--- src/rtl/sha256_seq_pkg.sv ---
// Shared types and default sizes for the bit-serial SHA-256 sequencer.
package sha256_seq_pkg;

  typedef enum logic [1:0] {
    SEQ_IDLE  = 2'd0,
    SEQ_LOAD  = 2'd1,
    SEQ_ROUND = 2'd2,
    SEQ_FLUSH = 2'd3
  } seq_phase_t;

  localparam int SEQ_W_WORD   = 32;
  localparam int SEQ_N_LOAD   = 16;
  localparam int SEQ_N_ROUNDS = 64;

  // Phase that follows the last word of the given phase; FLUSH ends the job.
  function automatic seq_phase_t seq_next_phase(input seq_phase_t p);
    seq_phase_t n;
    case (p)
      SEQ_LOAD:  n = SEQ_ROUND;
      SEQ_ROUND: n = SEQ_FLUSH;
      default:   n = SEQ_IDLE;
    endcase
    return n;
  endfunction

endpackage

--- src/rtl/serial_round_sequencer_bclk_divider.sv ---
// Bit clock generator: divides clk down to a 50% duty bclk while run is high.
// rise_pulse/fall_pulse flag the clk edge at which bclk is about to toggle.
module bclk_divider
  import sha256_seq_pkg::*;
#(
  parameter int HALF_PERIOD = 2
) (
  input  logic clk,
  input  logic rst,
  input  logic run,
  input  logic hold,
  output logic bclk,
  output logic rise_pulse,
  output logic fall_pulse
);

  localparam int DW = $clog2(HALF_PERIOD);
  localparam logic [DW-1:0] CNT_LAST = DW'(HALF_PERIOD - 1);

  logic [DW-1:0] div_cnt;
  logic          wrap;

  // A half-phase completes only while running and not frozen.
  assign wrap       = run && !hold && (div_cnt == CNT_LAST);
  assign rise_pulse = wrap && !bclk;
  assign fall_pulse = wrap && bclk;

  // Half-phase counter and bclk toggle; idle parks both at zero.
  always_ff @(posedge clk) begin
    if (rst || !run) begin
      div_cnt <= '0;
      bclk    <= 1'b0;
    end else if (!hold) begin
      if (wrap) begin
        div_cnt <= '0;
        bclk    <= ~bclk;
      end else begin
        div_cnt <= div_cnt + DW'(1);
      end
    end
  end

endmodule

--- src/rtl/serial_round_sequencer.sv ---
// Timing master for the bit-serial SHA-256 datapath: drives bclk and the
// bit/word indices through LOAD, ROUND and FLUSH for one compression job.
// Optional build macro SEQ_STALL_EN adds a stall input that freezes the job.
module serial_round_sequencer
  import sha256_seq_pkg::*;
#(
  parameter int W_WORD      = SEQ_W_WORD,
  parameter int N_LOAD      = SEQ_N_LOAD,
  parameter int N_ROUNDS    = SEQ_N_ROUNDS,
  parameter int HALF_PERIOD = 2
) (
  input  logic                        clk,
  input  logic                        rst,
  input  logic                        start,
  output logic                        busy,
  output logic                        done,
  output logic                        bclk,
  output logic [$clog2(W_WORD)-1:0]   counter,
  output logic [$clog2(N_ROUNDS)-1:0] word_idx,
  output logic [1:0]                  phase,
  output logic                        word_last
`ifdef SEQ_STALL_EN
  ,
  input  logic                        stall
`endif
);

  // state | meaning
  // IDLE  | waiting for start, bclk parked low
  // LOAD  | N_LOAD schedule words shifted in
  // ROUND | N_ROUNDS compression words
  // FLUSH | one drain word, then done

  localparam int CW   = $clog2(W_WORD);
  localparam int WI_W = $clog2(N_ROUNDS);

  localparam logic [CW-1:0]   BIT_LAST   = CW'(W_WORD - 1);
  localparam logic [WI_W-1:0] LOAD_LAST  = WI_W'(N_LOAD - 1);
  localparam logic [WI_W-1:0] ROUND_LAST = WI_W'(N_ROUNDS - 1);

  seq_phase_t      state;
  logic            hold;
  logic            fall_pulse;
  logic            rise_pulse_unused;
  logic [WI_W-1:0] phase_last;

`ifdef SEQ_STALL_EN
  assign hold = stall;
`else
  assign hold = 1'b0;
`endif

  // Consumers detect the bclk rise themselves; only the fall advances us.
  bclk_divider #(
    .HALF_PERIOD (HALF_PERIOD)
  ) u_div (
    .clk        (clk),
    .rst        (rst),
    .run        (busy),
    .hold       (hold),
    .bclk       (bclk),
    .rise_pulse (rise_pulse_unused),
    .fall_pulse (fall_pulse)
  );

  assign phase     = state;
  assign word_last = (counter == BIT_LAST);

  // Index of the final word in the current phase.
  always_comb begin
    phase_last = '0;
    case (state)
      SEQ_LOAD:  phase_last = LOAD_LAST;
      SEQ_ROUND: phase_last = ROUND_LAST;
      default:   phase_last = '0;
    endcase
  end

  // Phase FSM with bit/word indices, stepped on each bclk fall.
  always_ff @(posedge clk) begin
    if (rst) begin
      state    <= SEQ_IDLE;
      busy     <= 1'b0;
      done     <= 1'b0;
      counter  <= '0;
      word_idx <= '0;
    end else begin
      done <= 1'b0;
      case (state)
        SEQ_IDLE: begin
          if (start) begin
            state    <= SEQ_LOAD;
            busy     <= 1'b1;
            counter  <= '0;
            word_idx <= '0;
          end
        end
        default: begin
          if (fall_pulse) begin
            counter <= counter + CW'(1);
            if (counter == BIT_LAST) begin
              if (word_idx == phase_last) begin
                word_idx <= '0;
                state    <= seq_next_phase(state);
                if (state == SEQ_FLUSH) begin
                  busy <= 1'b0;
                  done <= 1'b1;
                end
              end else begin
                word_idx <= word_idx + WI_W'(1);
              end
            end
          end
        end
      endcase
    end
  end

endmodule

--- config.mk ---
export PLATFORM = sky130hd
export DESIGN_NAME = serial_round_sequencer
export DESIGN_NICKNAME = d
export VERILOG_FILES = /design/src/rtl/sha256_seq_pkg.sv /design/src/rtl/serial_round_sequencer_bclk_divider.sv /design/src/rtl/serial_round_sequencer.sv
export SDC_FILE = /design/constraint.sdc
export NUM_CORES = 1
export LEC_CHECK = 0
export CORE_ASPECT_RATIO = 1.25
export CORE_MARGIN = 3
export CORE_UTILIZATION = 50
export DETAILED_ROUTE_END_ITERATION = 6
export PLACE_DENSITY_LB_ADDON = 0.12
export SKIP_CTS_REPAIR_TIMING = 1
export SLEW_MARGIN = 20
export SYNTH_ARGS = -nofsm -noshare
export SYNTH_HDL_FRONTEND = slang
export SYNTH_SLANG_ARGS = --single-unit
--- constraint.sdc ---
create_clock -name clk -period 5.7 [get_ports clk]
set_clock_uncertainty 0.05 [all_clocks]
set_input_delay 0.57 -clock clk [delete_from_list [all_inputs] [get_ports clk]]
set_output_delay 0.57 -clock clk [all_outputs]
set_load 0.005 [all_outputs]
# == After elaboration in Yosys (flattened, before gate mapping) ==
# Index checks and enable logic that the tools add are counted.
# totals
inputBits,3
ff_bits,17
# op_classes
reduce_logical,15
mux,22
bitwise,4
eq_ne,6
add_sub_neg,3
# ops
operator,n
6-bit 2-to-1 mux,5
5-bit 2-to-1 mux,3
6-bit one-hot mux with 2 select lines,1
2-bit 2-to-1 mux,5
2-bit nonzero test,4
1-bit 2-to-1 mux,7
"6-bit by 1-bit adder with 6-bit output, second input constant",1
6-bit == test,1
"5-bit by 1-bit adder with 5-bit output, second input constant",1
"5-bit == test, second input constant",1
5-bit AND reduction,1
5-bit OR reduction,1
"2-bit == test, second input constant",2
1-bit NOT,4
2-bit one-hot mux with 2 select lines,1
4-bit AND reduction,1
3-bit AND reduction,1
"2-bit by 1-bit == test with 1-bit output, second input constant",1
1-bit logical AND,2
2-bit logical NOT,1
"2-bit != test, second input constant",1
2-bit AND reduction,1
2-bit OR reduction,1
"1-bit adder, second input constant",1
other kinds (2),2

# == Depth between registers and ports, before layout ==
# Gate-level depths: netlist (run 1).
# logic_depth
ltp_word,7
depth_mapped,8
mapped_depth_nobuf,6

# == Modules after synthesis ==
# From an unflattened synthesis (run 1), not the netlist that was laid out.
# unflattened
hier_cells,104
hier_area_um2,982.2
# modules_own_cells
mod,area_per_inst_um2,n_inst,cells_each,seq_area_each_um2
serial_round_sequencer,880.8,1,93,300.3
bclk_divider,101.3,1,11,40.0

# == Worst setup path after synthesis (run 1) ==
# OpenSTA, ideal clock, no wires.
# synth_path
path_kind,flip-flop to flip-flop
start,"reg state[0], in the netlist phase[0]"
end,reg word_idx[3]
path_buffers,2
period_less_slack_ns,1.920
arrival_time_ns,1.791
setup_ns,0.080
path_stages_with_launch,9
required_ns,5.570
slack_ns,3.780
cell_sequence,dfxtp_1 -> inv_1 -> ha_1 -> and4b_1 -> buf_4 -> a21oi_2 -> buf_6 -> or3_1 -> a211oi_2
# synth_between
elab_chain_cells,7
# synth_lines
element,line,rtl
start: declaration,serial_round_sequencer.sv:41,seq_phase_t state;
start signal: assignment,serial_round_sequencer.sv:104,state <= seq_next_phase(state);
2-bit == test or 2-bit by 1-bit == test with 1-bit output (tied branches),serial_round_sequencer.sv:72,case (state)
6-bit one-hot mux with 2 select lines,serial_round_sequencer.sv:72,
6-bit == test,serial_round_sequencer.sv:102,if (word_idx == phase_last) begin
6-bit 2-to-1 mux,serial_round_sequencer.sv:102,
6-bit 2-to-1 mux,serial_round_sequencer.sv:101,if (counter == BIT_LAST) begin
6-bit 2-to-1 mux,serial_round_sequencer.sv:99,if (fall_pulse) begin
6-bit 2-to-1 mux,serial_round_sequencer.sv:89,case (state)
end signal: assignment,serial_round_sequencer.sv:110,word_idx <= word_idx + WI_W'(1);
end: declaration,serial_round_sequencer.sv:19,"output logic [$clog2(N_ROUNDS)-1:0] word_idx,"
# Several ways; a longest one is shown, not always the timed one. The select of a mux whose other input is x is not followed.
# A chain may end at the register's enable or synchronous reset.

# == Worst setup path after layout (run 1) ==
# layout_path
start,reg counter[0]
end,out word_last
# layout_between
elab_chain_cells,1
# layout_lines
element,line,rtl
start: declaration,serial_round_sequencer.sv:18,"output logic [$clog2(W_WORD)-1:0] counter,"
start signal: assignment,serial_round_sequencer.sv:100,counter <= counter + CW'(1);
5-bit == test,serial_round_sequencer.sv:67,assign word_last = (counter == BIT_LAST);
end: declaration,serial_round_sequencer.sv:21,output logic word_last
# Every way passes these cells.

==> summary.txt, run 1 <==
Routing
  – Vias: about 750
  – Final WL: 1.78 mm
  – Routed Antenna Nets: 0
  – DRT Pass-1 Iters: 4
  – DRC Markers: 0
  – Wire per inst: 13.3 um
  – Vias per inst: between 5 and 6
  – DR iter-0 viols: 13

Global route
  – Total track usage: 0.172
  – Gr ovfl total: 0
  – Largest net degree at the start of global routing: 19
  – First-pass GRT wire length: 2.99 mm
  – Vias in the first global route: around 690
  – Initial antenna violation count: 0

Logic synthesis
  – Synth Warn #: 0
  – Seq cells post-synth: 17
  – Cell Area, Synth: 886 sq um
  – Syn_nets: between 100 and 150
  – Cells after Synth: 97
  – Sequential fraction of the synthesis area: 0.384
  – Library cells used by synthesis: 29
  – Syn Area/Cell: just over 9 sq um

Setup path
  – Highest-delay cell along the critical path: clkdlybuf4s50_1
  – Crit path kind: reg2out
  – Crit-path cells: ha_1, and3_1, ha_1, clkdlybuf4s50_1
  – Crit Reg-Reg Endpoint: phase[1]
  – Critical R2R Launch: phase[0]
  – CP max stage delay: 0.52 ns
  – Reg2reg path depth: 6
  – Setup crit end kind: primary output
  – R2R Setup Slk: 3.53 ns
  – Worst-path maximum fanout: 5
  – Critical path arrival: 1.78 ns
  – Worst Path Required: just over 5 ns
  – Most frequent cell on the critical path: ha_1
  – CP Launch Type: flop

Clocking
  – Clock slew at reported path FFs: 0.10 ns
  – Clk buf depth: 2
  – TritonCTS Buffers: 3
  – Htree depth: 1
  – Root Driver: clkbuf_4
  – Clk_lat worst skew: between 0.2 and 0.3 ns
  – CTS sink cnt: 17
  – CTS tree: done

STA
  – Slew Limit Fails: 0
  – Unrepaired setup endpoints after global routing: false
  – Fin crit share: 0.420
  – PnR worst setup slack: roughly 3.3 ns
  – Final setup viols: 0
  – Final hold violations: 0
  – TNS Setup: 0 ns
  – Crit path time final: roughly 2.4 ns
  – Worst slew margin: 0.590
  – Max Freq: approximately 0.42 GHz
  – Slew at the pin with the worst max-slew slack: slightly above 0.6 ns

Finish
  – Fraction of layout cells with a size suffix above 1: 0.0690
  – Nets: 126
  – Register area: between 300 and 400 sq um
  – Filler Cells Inserted: around 150
  – Most common cell after layout, fill and taps aside: clkdlybuf4s50_1
  – Antenna Cells: 0
  – Area taken by multi-input logic gates: ~500 sq um
  – Most frequent cells in the layout: 19 x clkdlybuf4s50_1, 17 x dfxtp_1, 9 x nor2_1
  – Area growth syn-to-layout: 24.0%

Worst hold path
  – Hold Path Origin: u_div.div_cnt
  – Hold WC Path Type: reg2reg
  – Worst hold path depth: 1
  – Min-Delay Endpoint: u_div.div_cnt

Outcome
  – Status: complete, no violations

Floorplanning
  – Number of top-level pins: 20
  – Row cnt: 16
  – Initial Utilization: 0.546
  – Die width: between 40 and 50 um
  – Die area: around 2300 sq um
  – Core ar.: 1620 sq um
  – Die Ht: 53.1 um

Power
  – Cell area power density: about 330 nW/um^2
  – Switching power: approximately 130 uW
  – Logic pwr share: 0.402
  – Part of the power in registers: 0.419
  – Clk network pwr share: 0.179
  – Int Pwr: 225 uW
  – Peak VDD IR: roughly 170 uV
  – Leak pwr: roughly 0.41 nW
  – Switching share of total power: 0.370

Place
  – Dpl hpwl: roughly 1.3 mm
  – Gpl congestion: about 0.76
  – Worst slack, placed: between 3 and 4 ns
  – IO Port Bufs: 19

Flow run
  – Total of max-cap violations: 0
## power by group through the flow
| stage | clock (mW) | combinational (mW) | sequential [mW] |
|---|---|---|---|
| floorplan | 0 | 0.104 | 0.151 |
| global placement | 0 | 0.142 | 0.152 |
| detailed placement | 0 | 0.145 | 0.153 |
| CTS | 0.0670 | 0.146 | 0.150 |
| global route | 0.0711 | 0.159 | 0.152 |
| finish | 0.0639 | 0.143 | 0.150 |
## final cells by class
type	count	share of cell area
flip-flops and latches	17	0.310
clock buffers	4	0.0239
inverters	4	0.0137
repair buffers	19	0.173
multi-input cells	72	0.459
well taps	18	0.0205
## registers in the layout, summed over array words and instances (netlist names)
name           flops
u_div.div_cnt      1
counter            5
busy               1
u_div.bclk         1
phase              2
word_idx           6
done               1
## through the flow
step	total power, mW	utilization	hold WS, ns	cells	area (sq um)
floorplan	0.255	-	0.384	97	886
global placement	0.294	0.661	0.412	130	1070
detailed placement	0.297	0.661	0.418	130	1070
CTS	0.363	0.677	0.442	134	1100
global route	0.383	0.677	0.469	134	1100
finish	0.357	0.677	0.440	134	1100
## cell families after synthesis
group,count (synthesis),synth area share
buf+inv,8,0.0466
simple gates,43,0.266
fa+ha+maj,6,0.0847
xor+xnor,4,0.0396
mux,4,0.0452
flops,17,0.384
compound gates,15,0.134
## Yosys cell counts
master | n | area share
a211oi_1 | 3 | 0.025
a211oi_2 | 2 | 0.028
a211oi_4 | 1 | 0.023
a21oi_1 | 3 | 0.017
a21oi_2 | 1 | 0.0099
and2_2 | 1 | 0.0085
and3_1 | 2 | 0.014
and4_1 | 2 | 0.020
and4b_1 | 1 | 0.011
buf_4 | 1 | 0.0085
buf_6 | 1 | 0.013
clkbuf_1 | 2 | 0.0085
dfxtp_1 | 17 | 0.38
ha_1 | 6 | 0.085
inv_1 | 4 | 0.017
mux2i_1 | 4 | 0.045
nand2_1 | 5 | 0.021
nand2b_1 | 4 | 0.028
nand3_1 | 4 | 0.023
nand4_1 | 1 | 0.0071
nand4b_1 | 2 | 0.020
nor2_1 | 9 | 0.038
nor3_1 | 7 | 0.040
nor4_1 | 1 | 0.0071
o21ai_0 | 4 | 0.023
o21bai_1 | 1 | 0.0085
or3_1 | 4 | 0.028
xnor2_1 | 1 | 0.0099
xor2_1 | 3 | 0.030
## worst max-delay path by stage
stage	from	end	slack [ns]	depth (start not counted)
detailed placement	start	phase[1]	3.54	5
CTS	counter[0]	word_last	3.29	4
global route	counter[0]	word_last	3.22	4
finish	counter[0]	word_last	3.30	4
global placement	start	word_idx[4]	3.56	5
floorplan	phase[0]	word_idx[3]	3.78	8
## routing by layer
| metal | global-route usage | share of wire | vias to the layer above |
|---|---|---|---|
| met5 | 0 | 0 | - |
| met4 | 0.106 | 0.030 | 0 |
| met3 | 0.0238 | 0.035 | 6 |
| met2 | 0.282 | 0.47 | 17 |
| met1 | 0.209 | 0.46 | 342 |
| li1 | - | - | 388 |
## worst max-delay path, delay by kind of cell (launching register included)
| kind | cells | cell delay, ns |
|---|---|---|
| buf+inv | 1 | 0.52 |
| fa+ha+maj | 2 | 0.41 |
| simple gates | 1 | 0.16 |
| flops | 1 | 0.40 |
Note: power is estimated with default switching activity, not from simulation.
==> run 2, diff against run 1 <==
--- a/config.mk
+++ b/config.mk
@@ -7,7 +7,7 @@
 export LEC_CHECK = 0
 export CORE_ASPECT_RATIO = 1.25
 export CORE_MARGIN = 3
-export CORE_UTILIZATION = 50
+export CORE_UTILIZATION = 48
 export DETAILED_ROUTE_END_ITERATION = 6
 export PLACE_DENSITY_LB_ADDON = 0.12
 export SKIP_CTS_REPAIR_TIMING = 1
==> constraint.sdc (replaced) <==
create_clock -name clk -period 2.3 [get_ports clk]
set_clock_uncertainty 0.05 [all_clocks]
set_input_delay 0.23 -clock clk [delete_from_list [all_inputs] [get_ports clk]]
set_output_delay 0.23 -clock clk [all_outputs]
set_load 0.005 [all_outputs]
==> run 2 against run 1 <==
Against the previous run:
- sequential power grew 150%
- die area rose by 3.6%
- non-clock buffer count is 1 higher
- register-to-register slack worse by 3.2 ns
- combinational power grew 150%
- sequential share of layout area down 0.21 points
- largest cell class unchanged
==> summary.txt, run 2 (synthesis gave the netlist of run 1 again) <==
Outcome
  – Status: complete, no violations

Global route
  – Gr ovfl total: 0
  – Total track usage: 0.186
  – Largest net degree at the start of global routing: 19
  – Initial antenna violation count: 0
  – First-pass GRT wire length: about 3.3 mm
  – Vias in the first global route: 756

Floorplanning
  – Row cnt: 16
  – Die width: approximately 44 um
  – Die Ht: roughly 54 um
  – Core ar.: 1660 sq um
  – Initial Utilization: 0.533
  – Die area: 2400 sq um
  – Number of top-level pins: 20

Finish
  – Most common cell after layout, fill and taps aside: clkdlybuf4s50_1
  – Final core utilization: 0.666
  – Max reg flops: 6
  – Antenna Cells: 0
  – Area growth syn-to-layout: 24.9%
  – Largest Register: word_idx
  – Non-filler cells, final: between 100 and 150
  – Most frequent cells in the layout: 19 x clkdlybuf4s50_1, 17 x dfxtp_1, 9 x nor2_1
  – Fraction of layout cells with a size suffix above 1: 0.0769
  – Nets: 127

STA
  – Worst slew margin: 0.604
  – Final setup viols: 0
  – Hold slack: between 0.4 and 0.5 ns
  – Crit path time final: 2.10 ns
  – Unrepaired setup endpoints after global routing: false
  – Max Freq: 0.477 GHz
  – Final hold violations: 0
  – Slew at the pin with the worst max-slew slack: a little under 0.6 ns
  – TNS Setup: 0 ns
  – Fin crit share: 0.911
  – Slew Limit Fails: 0

Flow run
  – Total of max-cap violations: 0

Power
  – Cell area power density: 802 nW/um^2
  – Switching power: 330 uW
  – Part of the power in registers: 0.420
  – Int Pwr: 558 uW
  – Logic pwr share: 0.397
  – Switching share of total power: 0.371
  – Peak VDD IR: around 460 uV
  – Clk network pwr share: 0.183
  – Leak pwr: between 0.4 and 0.5 nW

Setup path
  – Worst-path maximum fanout: 5
  – Critical R2R Launch: phase[0]
  – Crit path kind: reg2out
  – Critical path origin: counter[0]
  – Critical path arrival: 1.82 ns
  – CP Launch Type: flop
  – Worst Path Required: 2.02 ns
  – Setup crit end kind: primary output

Clocking
  – CTS sink cnt: 17
  – CTS tree: done
  – TritonCTS Buffers: 3
  – Htree depth: 1
  – Clock slew at reported path FFs: 0.10 ns
  – Root Driver: clkbuf_4
  – Clk_lat worst skew: around 0.29 ns
  – Clk buf depth: 2

Routing
  – Final WL: 1.78 mm
  – Vias per inst: 5.49
  – DR iter-0 viols: 9
  – Vias: approximately 740
  – Routed Antenna Nets: 0
  – DRC Markers: 0
  – Wire per inst: ~13 um
  – DRT Pass-1 Iters: 2

Worst hold path
  – Hold WC Path Type: reg2reg
  – Hold Path Origin: u_div.div_cnt

Place
  – Gpl congestion: ~0.76
  – IO Port Bufs: 19
  – Dpl hpwl: roughly 1.3 mm
  – Cells after DPL: between 100 and 150
run 2: changes by cell type in the layout (fill, tap and decap cells not counted):
cell | previous run | this run
buf_4 | 0 | 1
run 2: final cells by class:
class | instances | area (sq um)
clock buffer | 4 | 26.3
fill | 149 | 556
inverter | 4 | 15.0
multi-input combinational | 72 | 504
sequential | 17 | 340
tap | 18 | 22.5
timing repair buffer | 20 | 198
run 2: per-stage QoR:
| stage | total power [mW] | cell area [sq um] | setup WS (ns) |
|---|---|---|---|
| final | 0.887 | 1110 | 0.204 |
| after global routing | 0.952 | 1110 | 0.0803 |
| after CTS | 0.898 | 1110 | 0.222 |
| after detailed placement | 0.736 | 1080 | 0.325 |
| after global placement | 0.727 | 1080 | 0.403 |
| after floorplan | 0.633 | 886 | 0.380 |
run 2: power by group through the flow:
stage	clock [mW]	sequential (mW)	combinational (mW)
finish	0.162	0.373	0.352
CTS	0.167	0.374	0.357
global route	0.171	0.384	0.397
global placement	0	0.377	0.350
floorplan	0	0.375	0.258
detailed placement	0	0.381	0.356
run 2: worst paths after layout:
path / end / slack (ns) / depth (start not counted)
max: word_last / 0.20 / 4
min: u_div.div_cnt / 0.44 / 1
max reg2reg: phase[1] / 0.31 / 6
min reg2reg: u_div.div_cnt / 0.44 / 1
run 2: critical path, cell delays in order, from the launching register on:
cell             delay, ns
dfxtp_1               0.40
ha_1                  0.19
and3_1                0.17
ha_1                  0.23
clkdlybuf4s50_1       0.53
run 2: per-layer routing:
layer | track usage | part of all wire | wire length [um] | vias to the layer above
met4 | 0.0905 | 0.020 | 36 | 0
met1 | 0.237 | 0.51 | 905 | 332
li1 | - | - | - | 391
met3 | 0.0334 | 0.032 | 57 | 5
met5 | 0 | 0 | 0 | -
met2 | 0.299 | 0.44 | 781 | 13
